## config.mk

```make
export PLATFORM = sky130hd
export DESIGN_NAME = vx_index_table
export DESIGN_NICKNAME = d
export VERILOG_FILES = /design/src/rtl/vx_index_table.sv
export SDC_FILE = /design/constraint.sdc
export NUM_CORES = 1
export LEC_CHECK = 0
export BUFFER_PORTS_ARGS = -buffer_cell sky130_fd_sc_hd__buf_2
export CAP_MARGIN = 20
export CORE_MARGIN = 8
export CORE_UTILIZATION = 30
export CTS_CLUSTER_DIAMETER = 40
export CTS_CLUSTER_SIZE = 30
export DETAILED_ROUTE_END_ITERATION = 8
export REMOVE_ABC_BUFFERS = 1
export SETUP_SLACK_MARGIN = 0.4
export SLEW_MARGIN = 20
export SYNTH_ARGS = -nofsm -noshare
export SYNTH_HDL_FRONTEND = slang
export SYNTH_SLANG_ARGS = --single-unit
```

## constraint.sdc

```tcl
create_clock -name clk -period 4 [get_ports clk]
set_clock_uncertainty 0.15 [all_clocks]
set_input_delay 0.4 -clock clk [delete_from_list [all_inputs] [get_ports clk]]
set_output_delay 0.4 -clock clk [all_outputs]
set_load 0.01 [all_outputs]
```

## src/rtl/vx_index_table.sv

```systemverilog
// vx_index_table: slot allocator with lowest-free-first grant, multi-port release and payload RAM.
// acq_addr_o is precomputed from the next-state free mask so a grant never waits on a priority search.
module vx_index_table #(
    parameter int DATAW   = 32,
    parameter int SIZE    = 8,
    parameter int NUM_REL = 2,
    parameter int OUT_REG = 0,
    localparam int ADDRW  = (SIZE > 1) ? $clog2(SIZE) : 1,
    localparam int CNTW   = $clog2(SIZE + 1)
) (
    input  logic                     clk,
    input  logic                     reset,
    input  logic                     acq_valid_i,
    input  logic [DATAW-1:0]         acq_data_i,
    output logic                     acq_ready_o,
    output logic [ADDRW-1:0]         acq_addr_o,
    input  logic [ADDRW-1:0]         rd_addr_i,
    output logic [DATAW-1:0]         rd_data_o,
    input  logic [NUM_REL-1:0]       rel_valid_i,
    input  logic [NUM_REL*ADDRW-1:0] rel_addr_i,
    output logic [CNTW-1:0]          count_o,
    output logic                     empty_o,
    output logic                     full_o,
    output logic                     err_rel_o
);
    logic [SIZE-1:0]  free_q, free_d, rel_hit, acq_mask, freed;
    logic [ADDRW-1:0] acq_addr_q, acq_addr_d;
    logic [CNTW-1:0]  count_q, count_d, freed_cnt;
    logic             empty_q, full_q, err_q, err_d, acq_fire;
    logic [DATAW-1:0] mem [SIZE];

    assign acq_fire = acq_valid_i & ~full_q;

    // Duplicate releases collapse into one mask bit, so a slot is freed and counted once.
    always_comb begin
        rel_hit = '0;
        for (int i = 0; i < NUM_REL; i++)
            if (rel_valid_i[i]) rel_hit[rel_addr_i[i*ADDRW +: ADDRW]] = 1'b1;
        acq_mask = acq_fire ? (SIZE'(1) << acq_addr_q) : '0;
        freed = rel_hit & ~free_q;
        freed_cnt = '0;
        for (int i = 0; i < SIZE; i++) freed_cnt = freed_cnt + CNTW'(freed[i]);
        free_d = (free_q | freed) & ~acq_mask;
        count_d = count_q + CNTW'(acq_fire) - freed_cnt;
        err_d = err_q | (|(rel_hit & free_q));
        acq_addr_d = '0;
        for (int i = SIZE - 1; i >= 0; i--) if (free_d[i]) acq_addr_d = ADDRW'(i);
    end

    always_ff @(posedge clk) begin
        if (reset) begin
            free_q     <= '1;
            acq_addr_q <= '0;
            count_q    <= '0;
            empty_q    <= 1'b1;
            full_q     <= 1'b0;
            err_q      <= 1'b0;
        end else begin
            free_q     <= free_d;
            acq_addr_q <= acq_addr_d;
            count_q    <= count_d;
            empty_q    <= count_d == '0;
            full_q     <= count_d == CNTW'(SIZE);
            err_q      <= err_d;
        end
    end

    always_ff @(posedge clk) if (acq_fire && !reset) mem[acq_addr_q] <= acq_data_i;

    generate
        if (OUT_REG != 0) begin : g_reg
            logic [DATAW-1:0] rd_q;
            always_ff @(posedge clk) rd_q <= reset ? '0 : mem[rd_addr_i];
            assign rd_data_o = rd_q;
        end else begin : g_comb
            assign rd_data_o = mem[rd_addr_i];
        end
    endgenerate

    assign acq_ready_o = ~full_q;
    assign acq_addr_o  = acq_addr_q;
    assign count_o     = count_q;
    assign empty_o     = empty_q;
    assign full_o      = full_q;
    assign err_rel_o   = err_q;
endmodule

```

Yosys cells after proc, flatten, opt, wreduce, memory -nomap -nowiden
Memory sizes are Yosys's and may differ from the RTL's.
Cells that the tools add are included.
{"block": "word_totals", "register_bits": 18, "ramBits": 256, "input_bits": 46, "output_inout_bits": 43, "word_cells": 59, "memories": 1}
{"block": "classes", "n_addsub": 9, "order_cmp": 4, "eq_ne": 1, "shifts": 1, "muxes": 16, "n_bitwise": 10, "n_reduce_logical": 9}
{"memory": "mem", "depth": 8, "word_bits": 32, "read_ports": 1, "rd_ports_with_merged_regs": 0, "wr": 1, "line": "30", "rtl": "logic [DATAW-1:0] mem [SIZE];"}
{"op": "8-bit bitwise AND", "count": 3}
{"op": "8-bit 2-to-1 mux", "count": 3}
{"op": "4-bit by 1-bit adder with 4-bit output", "count": 5}
{"op": "8-bit inverter", "count": 2}
{"op": "8-bit OR", "count": 2}
{"op": "3-bit 2-to-1 mux", "count": 4}
{"op": "3-bit by 4-bit < comparator with 1-bit output, second input constant", "count": 2}
{"op": "8-bit OR reduction", "count": 1}
{"op": "1-bit by 3-bit << shifter with 8-bit output, first input constant", "count": 1}
{"op": "1-bit demux with 3-bit select", "count": 2}
{"op": "3-bit by 1-bit greater-or-equal comparator with 1-bit output, second input constant", "count": 2}
{"op": "1-bit 2-to-1 mux", "count": 5}
{"op": "5-bit OR reduction", "count": 1}
{"op": "3-bit by 1-bit adder with 4-bit output", "count": 1}
{"op": "4-bit equality test, second input constant", "count": 1}
{"op": "4-bit logical NOT", "count": 1}
{"op": "2-bit 2-to-1 mux", "count": 2}
{"op": "4-bit subtractor", "count": 1}
{"op": "2-bit by 1-bit adder with 3-bit output", "count": 1}
{"op": "1-bit logical AND", "count": 3}
{"op": "3-bit OR reduction", "count": 1}
{"op": "1-bit by 1-bit adder with 2-bit output", "count": 1}
{"op": "2-bit OR reduction", "count": 1}
{"op": "1-bit bitwise AND", "count": 1}
{"op": "other kinds (3)", "count": 3}

Depth between registers and ports, before layout
Gate-level depths: netlist of run 1.
{"block": "logic_depth", "ltp_word": 17, "mapped_depth": 16, "mapped_depth_nobuf": 16}

Least setup slack after synthesis of run 1
Ideal clock, no wire load.
{"block": "synth_timing", "path_kind": "in2reg", "start": "in rel_addr_i[1]", "end": "reg full_q (netlist: full_o)", "setup_time_ns": 0.115, "t_arrival_ns": 3.770, "t_required_ns": 3.735, "slack_ns": -0.034, "path_stages": 14, "n_path_buf": 0, "cell_sequence": "or4b_1 -> o21ai_1 -> nor2b_1 -> fa_1 -> fa_1 -> fa_1 -> fa_1 -> inv_1 -> ha_1 -> ha_1 -> xnor2_1 -> xnor2_1 -> nor2_1 -> and2_1"}
{"block": "synth_between", "elab_chain_cells": 17, "word_cells_on_any_way": 18, "cone_classes": "8 x add/sub; 2 x order compare; 1 x eq/ne; 4 x mux; 2 x bitwise; 1 x reduce/logical"}
{"item": "start, declared", "line": "20", "rtl": "input logic [NUM_REL*ADDRW-1:0] rel_addr_i,"}
{"item": "3-bit by 4-bit < comparator with 1-bit output (not written as such) or 3-bit by 1-bit greater-or-equal comparator with 1-bit output (tied branches)", "line": "38", "rtl": "if (rel_valid_i[i]) rel_hit[rel_addr_i[i*ADDRW +: ADDRW]] = 1'b1;"}
{"item": "1-bit logical AND (not written as such)", "line": "38"}
{"item": "1-bit 2-to-1 mux (not written as such)", "line": "38"}
{"item": "1-bit demux with 3-bit select (*)", "line": "38"}
{"item": "8-bit 2-to-1 mux (*)", "line": "38"}
{"item": "8-bit OR (no source line)"}
{"item": "8-bit 2-to-1 mux (*)", "line": "38"}
{"item": "8-bit bitwise AND (*)", "line": "40", "rtl": "freed = rel_hit & ~free_q;"}
{"item": "1-bit by 1-bit adder with 2-bit output", "line": "42", "rtl": "for (int i = 0; i < SIZE; i++) freed_cnt = freed_cnt + CNTW'(freed[i]);"}
{"item": "2-bit by 1-bit adder with 3-bit output", "line": "42"}
{"item": "3-bit by 1-bit adder with 4-bit output", "line": "42"}
{"item": "4-bit by 1-bit adder with 4-bit output (3 in a row)", "line": "42"}
{"item": "4-bit by 1-bit adder with 4-bit output (*)", "line": "42"}
{"item": "4-bit subtractor (*)", "line": "44", "rtl": "count_d = count_q + CNTW'(acq_fire) - freed_cnt;"}
{"item": "4-bit equality test (*)", "line": "63", "rtl": "full_q <= count_d == CNTW'(SIZE);"}
{"item": "end signal, assigned", "line": "63"}
{"item": "end, declared", "line": "29", "rtl": "logic empty_q, full_q, err_q, err_d, acq_fire;"}
Every way passes the cells marked *; elsewhere a longest branch is shown, timed or not.
A chain may end at the register's enable or synchronous reset.

Worst setup path after layout of run 1
Ends and elaborated chain as after synthesis.

==> results.sh, run 1 <==
export IMPL_synth_top_flop_cell="edfxtp_1"
export IMPL_antenna_left=0
export IMPL_drc=0
export IMPL_drv_cap=0
export IMPL_detail_route_wl_per_cell_um=20.4
export IMPL_power_density_nw_per_um2=518
export IMPL_synth_cells=515
export IMPL_holdWs_ns=0.00558
export IMPL_viasPerCell=4.66
export IMPL_peakVddDrop_mv=0.340
export IMPL_wl_met1_mm=10.7
export IMPL_setup_ws_ns=0.449
export IMPL_boundaryPins=89
export IMPL_cp_arrival_ns=3.81
export IMPL_cp_data_required_time_ns=4.25
export IMPL_dieArea_um2=42600
export IMPL_die_y_um=206
export IMPL_met3_wirelength_mm=1.55
export IMPL_cp_slowest_cell="or4b_4"
export IMPL_finish_net_count=738
export IMPL_worstMarginPinSlew_ns=0.973
export IMPL_globalplace_congestion=0.859
export IMPL_rr_startpoint="free_q[4]"
export IMPL_wl_mm=23.8
export IMPL_finalCritPeriodShare_pct=88.8
export IMPL_numCtsBuffers=36
export IMPL_grt_usage_pct=11.3
export IMPL_clock_sinks=274
export IMPL_htreeDepth=2
export IMPL_portBuffers=88
export IMPL_min_to="mem[1][16]"
export IMPL_r2r_end="full_o"
export IMPL_ys_seq_area_share_pct=74.0
export IMPL_final_hold_violation_count=0
export IMPL_antenna_found_initial=3
export IMPL_synth_edf_count=256
export IMPL_met2RoutedLength_mm=11.0
export IMPL_hold_path_startpoint="acq_data_i[16]"
export IMPL_rows=69
export IMPL_cpPeakStageDelay_ns=0.54
export IMPL_rsz0062_at_grt="true"
export IMPL_drive_gt1_share_pct=45.8
export IMPL_r2r_cells=12
export IMPL_r2r_slack_ns=0.52
export IMPL_grt_start_max_net_pins=65
export IMPL_async_reset_ff_share_pct=0
export IMPL_cp_end_kind="register"
export IMPL_cts_tree="yes"
export IMPL_hpwl_mm=14.0
export IMPL_synth_area_um2=10900
export IMPL_status="complete, no violations"
export IMPL_syn2layout_area_growth_pct=27.0
export IMPL_root_buffer="clkbuf_16"
export IMPL_grt_overflow=0
export IMPL_coreArea_um2=35700
export IMPL_grt_pass1_wl_mm=35.8
export IMPL_cp_max_fo=3
export IMPL_fmax_mhz=282
export IMPL_leakage_nw=4.68
export IMPL_slew_viol_final=0
export IMPL_clk_path_buf_depth=3
export IMPL_place_ws_ns=-0.320
export IMPL_insertion_delay_ns=0.53
export IMPL_start_kind="primary input"
export IMPL_ys_ff_latch=274
export IMPL_first_iter_violations=255
export IMPL_worstHoldPathCells=1
export IMPL_vias=5453
export IMPL_synth_avg_cell_area_um2=21.1
export IMPL_setup_viol=0
export IMPL_post_route_util_pct=38.7
export IMPL_crit_chain="buf_6 > or4b_4 > o21ai_4 > nor2b_4 > fa_2 > fa_1 > fa_2 > fa_1 > inv_1 > ha_1 > ha_2 > xnor2_2 > xnor2_1 > nor2_2 > and2_1"
export IMPL_clk_pin_slew_ns=0.07
export IMPL_path_class="primary input to register"
export IMPL_grt_pass1_vias=5882
export IMPL_drt_pass1_iterations=4
export IMPL_synth_warnings=0
export IMPL_initial_core_util_pct=30.5
export IMPL_top_layer_used="met5"
export IMPL_fp_dieW_um=206
export IMPL_ys_types=46
export IMPL_slew_headroom_pct=35.1
export IMPL_hold_path_class="primary input to register"
export IMPL_min_period_ns=3.55
layout by cell type, fill, tap and decap left out, types with 5 or more instances in the layout:
| master | Yosys | routed |
|---|---|---|
| nor2_1 | 20 | 10 |
| buf_4 | 6 | 30 |
| nand2b_1 | 10 | 10 |
| inv_1 | 13 | 12 |
| mux4_2 | 64 | 64 |
| ha_1 | 7 | 5 |
| buf_6 | 0 | 8 |
| clkinv_4 | 0 | 5 |
| mux2_2 | 32 | 32 |
| clkbuf_16 | 0 | 36 |
| edfxtp_1 | 256 | 256 |
| dlygate4sd3_1 | 0 | 21 |
| buf_2 | 1 | 83 |
| nor2_4 | 0 | 8 |
| dfxtp_1 | 18 | 18 |
| nand2_1 | 6 | 6 |
| bufinv_16 | 0 | 6 |
report_power, final:
group | internal [mW] | total, mW | leakage [nW] | switching, mW
clock | 2.10 | 3.41 | 0.630 | 1.31
sequential | 3.21 | 3.23 | 2.46 | 0.0250
combinational | 0.231 | 0.502 | 1.59 | 0.271
cell usage after synthesis (2+ instances only):
library cell / count / area, um2
nand2b_1: 10 / 62.6
nand2_1: 6 / 22.5
o32a_1: 2 / 20.0
ha_1: 7 / 87.6
mux4_2: 64 / 1440
o32ai_1: 2 / 17.5
inv_1: 13 / 48.8
and2_1: 2 / 12.5
a31oi_1: 2 / 12.5
mux2_2: 32 / 360
buf_1: 6 / 22.5
nor2b_1: 8 / 50.1
xnor2_1: 3 / 26.3
nor2_1: 20 / 75.1
or2_2: 6 / 37.5
edfxtp_1: 256 / 7690
o21ai_0: 3 / 15.0
dfxtp_1: 18 / 360
and4bb_2: 3 / 37.5
clkbuf_1: 5 / 18.8
and4_1: 2 / 17.5
fa_1: 6 / 120
o32ai_2: 2 / 32.5
and4b_1: 4 / 40.0
o22ai_1: 3 / 18.8
o21ai_1: 2 / 10.0
or2_1: 2 / 12.5
a21oi_1: 3 / 15.0
buf_4: 6 / 45.0
worst max-delay path: cells and delay by family:
kind | cells | cell delay (ns)
adder cells (fa/ha/maj) | 6 | 1.95
XOR/XNOR | 2 | 0.32
buffers and inverters | 2 | 0.13
AND/OR/NAND/NOR | 4 | 0.92
AO/OA/AOI/OAI | 1 | 0.08
cell type report:
| class | count | area, um2 |
|---|---|---|
| Sequential cell | 274 | 8050 |
| Tap cell | 461 | 577 |
| Multi-Input combinational cell | 209 | 2820 |
| Clock buffer | 37 | 905 |
| Clock inverter | 28 | 394 |
| Antenna cell | 3 | 7.51 |
| Fill cell | 3225 | 21900 |
| Inverter | 13 | 48.8 |
| Timing Repair Buffer | 145 | 1000 |
what timing repair did:
item	CTS	global route
endpoints found under the hold margin	151	0
endpoints found under the setup margin	3	3
setup buffers	0	1
pin swaps	8	9
hold buffers	21	0
gates resized for setup	10	21
layer usage:
layer	track usage, %	up-vias
met5	0	-
met4	3.55	2
met3	3.26	46
met2	17.6	132
met1	15.0	2805
li1	-	2468
kinds of logic after synthesis:
kind of cell    synth area share [%]
fa+ha+maj                       1.91
mux                             16.6
xor+xnor                       0.242
flops                           74.0
buf+inv                         1.33
simple gates                    4.12
compound gates                  1.81
sequential cells by signal (all words and copies together), names as in the netlist:
register	count
free_q	8
empty_o	1
err_rel_o	1
full_o	1
mem	256
acq_addr_o	3
count_o	4
worst max-delay path by stage:
stage,depth (start not counted),from,end
after floorplan,14,rel_addr_i[1],full_o
after global placement,15,rel_addr_i[1],full_o
after detailed placement,15,rel_addr_i[1],full_o
after CTS,15,rel_addr_i[1],full_o
after global routing,18,rel_addr_i[0],full_o
final,15,rel_addr_i[1],full_o
stage by stage:
stage / total power [mW] / area (um2) / setup TNS (ns) / cells
final: 7.15 / 13800 / 0 / 1170
after CTS: 7.23 / 13700 / 0 / 1166
after floorplan: 3.53 / 10800 / -0.0344 / 496
after global routing: 7.38 / 13800 / 0 / 1168
after global placement: 3.78 / 12200 / -0.741 / 1080
after detailed placement: 3.78 / 12200 / -0.834 / 1080
(Power assumes the default switching activity.)
==> run 2: changes to the inputs <==
--- a/config.mk
+++ b/config.mk
@@ -7,11 +7,14 @@
 export LEC_CHECK = 0
 export BUFFER_PORTS_ARGS = -buffer_cell sky130_fd_sc_hd__buf_2
 export CAP_MARGIN = 20
+export CELL_PAD_IN_SITES_DETAIL_PLACEMENT = 1
+export CELL_PAD_IN_SITES_GLOBAL_PLACEMENT = 1
 export CORE_MARGIN = 8
 export CORE_UTILIZATION = 30
 export CTS_CLUSTER_DIAMETER = 40
 export CTS_CLUSTER_SIZE = 30
 export DETAILED_ROUTE_END_ITERATION = 8
+export PLACE_DENSITY_LB_ADDON = 0.1
 export REMOVE_ABC_BUFFERS = 1
 export SETUP_SLACK_MARGIN = 0.4
 export SLEW_MARGIN = 20
==> run 2 against run 1 <==
Net effect: critical endpoint unchanged; flip-flop and latch count stayed put; hold slack better by 0.031 ns; largest power group unchanged; first-iteration DRC count shrank 17%; sequential power about the same; clock power is 11% higher; die area unchanged.
==> results.sh, run 2 (synthesis results as in run 1) <==
export IMPL_status="complete, no violations"
export IMPL_leakage_nw=4.84
export IMPL_rows=69
export IMPL_slew_headroom_pct=31.2
export IMPL_boundaryPins=89
export IMPL_dieArea_um2=42600
export IMPL_drc=0
export IMPL_met2RoutedLength_mm=13.0
export IMPL_setup_viol=0
export IMPL_peakVddDrop_mv=0.300
export IMPL_largest_reg_flops=256
export IMPL_fp_dieW_um=206
export IMPL_first_iter_violations=212
export IMPL_initial_core_util_pct=30.5
export IMPL_grt_start_max_net_pins=65
export IMPL_grt_pass1_wl_mm=39.6
export IMPL_detailed_place_area_um2=12200
export IMPL_grt_pass1_vias=6485
export IMPL_antenna_left=0
export IMPL_clk_path_buf_depth=3
export IMPL_startpoint="rel_valid_i[1]"
export IMPL_wl_met1_mm=11.1
export IMPL_globalplace_congestion=0.796
export IMPL_slew_viol_final=0
export IMPL_r2r_slack_ns=0.48
export IMPL_detail_route_wl_per_cell_um=21.6
export IMPL_numCtsBuffers=43
export IMPL_wl_mm=25.9
export IMPL_cp_data_required_time_ns=4.31
export IMPL_final_hold_violation_count=0
export IMPL_hold_path_class="primary input to register"
export IMPL_cts_tree="yes"
export IMPL_placed_cells=1085
export IMPL_syn2layout_area_growth_pct=29.8
export IMPL_tns_ns=0
export IMPL_critPathCapture="full_o"
export IMPL_coreArea_um2=35700
export IMPL_holdWs_ns=0.0364
export IMPL_rsz0062_at_grt="true"
export IMPL_path_class="primary input to register"
export IMPL_die_y_um=206
export IMPL_drive_gt1_share_pct=45.3
export IMPL_post_route_util_pct=39.6
export IMPL_final_cell_mix="edfxtp_1 (256), buf_2 (84), mux4_2 (64)"
export IMPL_regMostFlops="mem"
export IMPL_top_layer_used="met5"
export IMPL_rr_startpoint="free_q[0]"
export IMPL_power_density_nw_per_um2=534
export IMPL_setup_ws_ns=0.434
export IMPL_cp_max_fo=6
export IMPL_r2r_end="full_o"
export IMPL_drt_pass1_iterations=4
export IMPL_clock_sinks=274
export IMPL_cp_arrival_ns=3.88
export IMPL_htreeDepth=2
export IMPL_portBuffers=88
export IMPL_drv_cap=0
export IMPL_hold_path_startpoint="acq_data_i[23]"
export IMPL_grt_usage_pct=12.5
export IMPL_start_kind="primary input"
export IMPL_p_total_mw=7.54
export IMPL_cp_end_kind="register"
export IMPL_final_common_cell="edfxtp_1"
export IMPL_vias=5635
export IMPL_min_period_ns=3.57
export IMPL_hpwl_mm=16.1
export IMPL_finalCritPeriodShare_pct=89.2
export IMPL_viasPerCell=4.70
export IMPL_final_cells=1198
export IMPL_grt_overflow=0
export IMPL_r2r_cells=12
export IMPL_fmax_mhz=280
export IMPL_antenna_found_initial=2
export IMPL_worstHoldPathCells=1
export IMPL_worstMarginPinSlew_ns=1.03
export IMPL_design_area_um2=14100
export IMPL_insertion_delay_ns=0.52
export IMPL_clk_pin_slew_ns=0.05
export IMPL_met3_wirelength_mm=1.20
export IMPL_root_buffer="clkbuf_16"
export IMPL_finish_net_count=763
export IMPL_antennaDiodeCount=0
export IMPL_place_ws_ns=-0.344
-- run 2: changes by cell type in the layout (fill, tap and decap cells not counted), sizes merged --
cell	before	now
clkbuf	37	47
diode	3	0
clkinv	13	12
buf	124	132
dlygate4sd3	21	31
clkinvlp	2	7
inv	20	19
-- run 2: critical path, stage by stage --
cell and delay (ns):
buf_8 0.10, buf_12 0.12, and4b_1 0.21, or2_1 0.25
nor2b_4 0.13, fa_1 0.46, inv_1 0.08, ha_2 0.17
inv_2 0.04, fa_2 0.38, fa_1 0.48, inv_1 0.04
ha_1 0.27, ha_2 0.18, xnor2_2 0.13, xnor2_1 0.12
nor2_1 0.17, and2_1 0.15
-- run 2: worst min-delay path by stage --
stage / end / slack [ns]
floorplan: err_rel_o / 0.32
global placement: free_q[4] / 0.45
detailed placement: err_rel_o / 0.45
CTS: mem[2][23] / 0.008
global route: mem[4][23] / 0.03
finish: mem[4][23] / 0.04
-- run 2: area by class of cell --
cell class	instances	area, um2
inverters	13	48.8
clock buffers	47	1130
well taps	461	577
repair buffers	163	1150
clock inverters	31	348
flip-flops and latches	274	8050
multi-input cells	209	2800
fillers	3448	21500
-- run 2: layer usage --
layer  global-route usage (%)  up-vias
li1                         -     2515
met1                     15.3     2963
met2                     21.3      104
met3                     3.24       49
met4                     3.93        4
met5                        0        -
-- run 2: what timing repair did --
item | 4_1_cts | 5_1_grt
resized for setup | 9 | 20
gates cloned | 0 | 0
pin swaps | 10 | 11
setup buffers | 2 | 2
hold buffers | 31 | 0
endpoints found under the hold margin | 246 | 0
setup endpoints to repair | 3 | 3
-- run 2: power breakdown --
part / internal, mW / total (mW) / switching (mW) / leakage [nW]
registers: 3.21 / 3.24 / 0.0273 / 2.46
clock network: 2.45 / 3.78 / 1.33 / 0.702
logic: 0.242 / 0.521 / 0.279 / 1.68
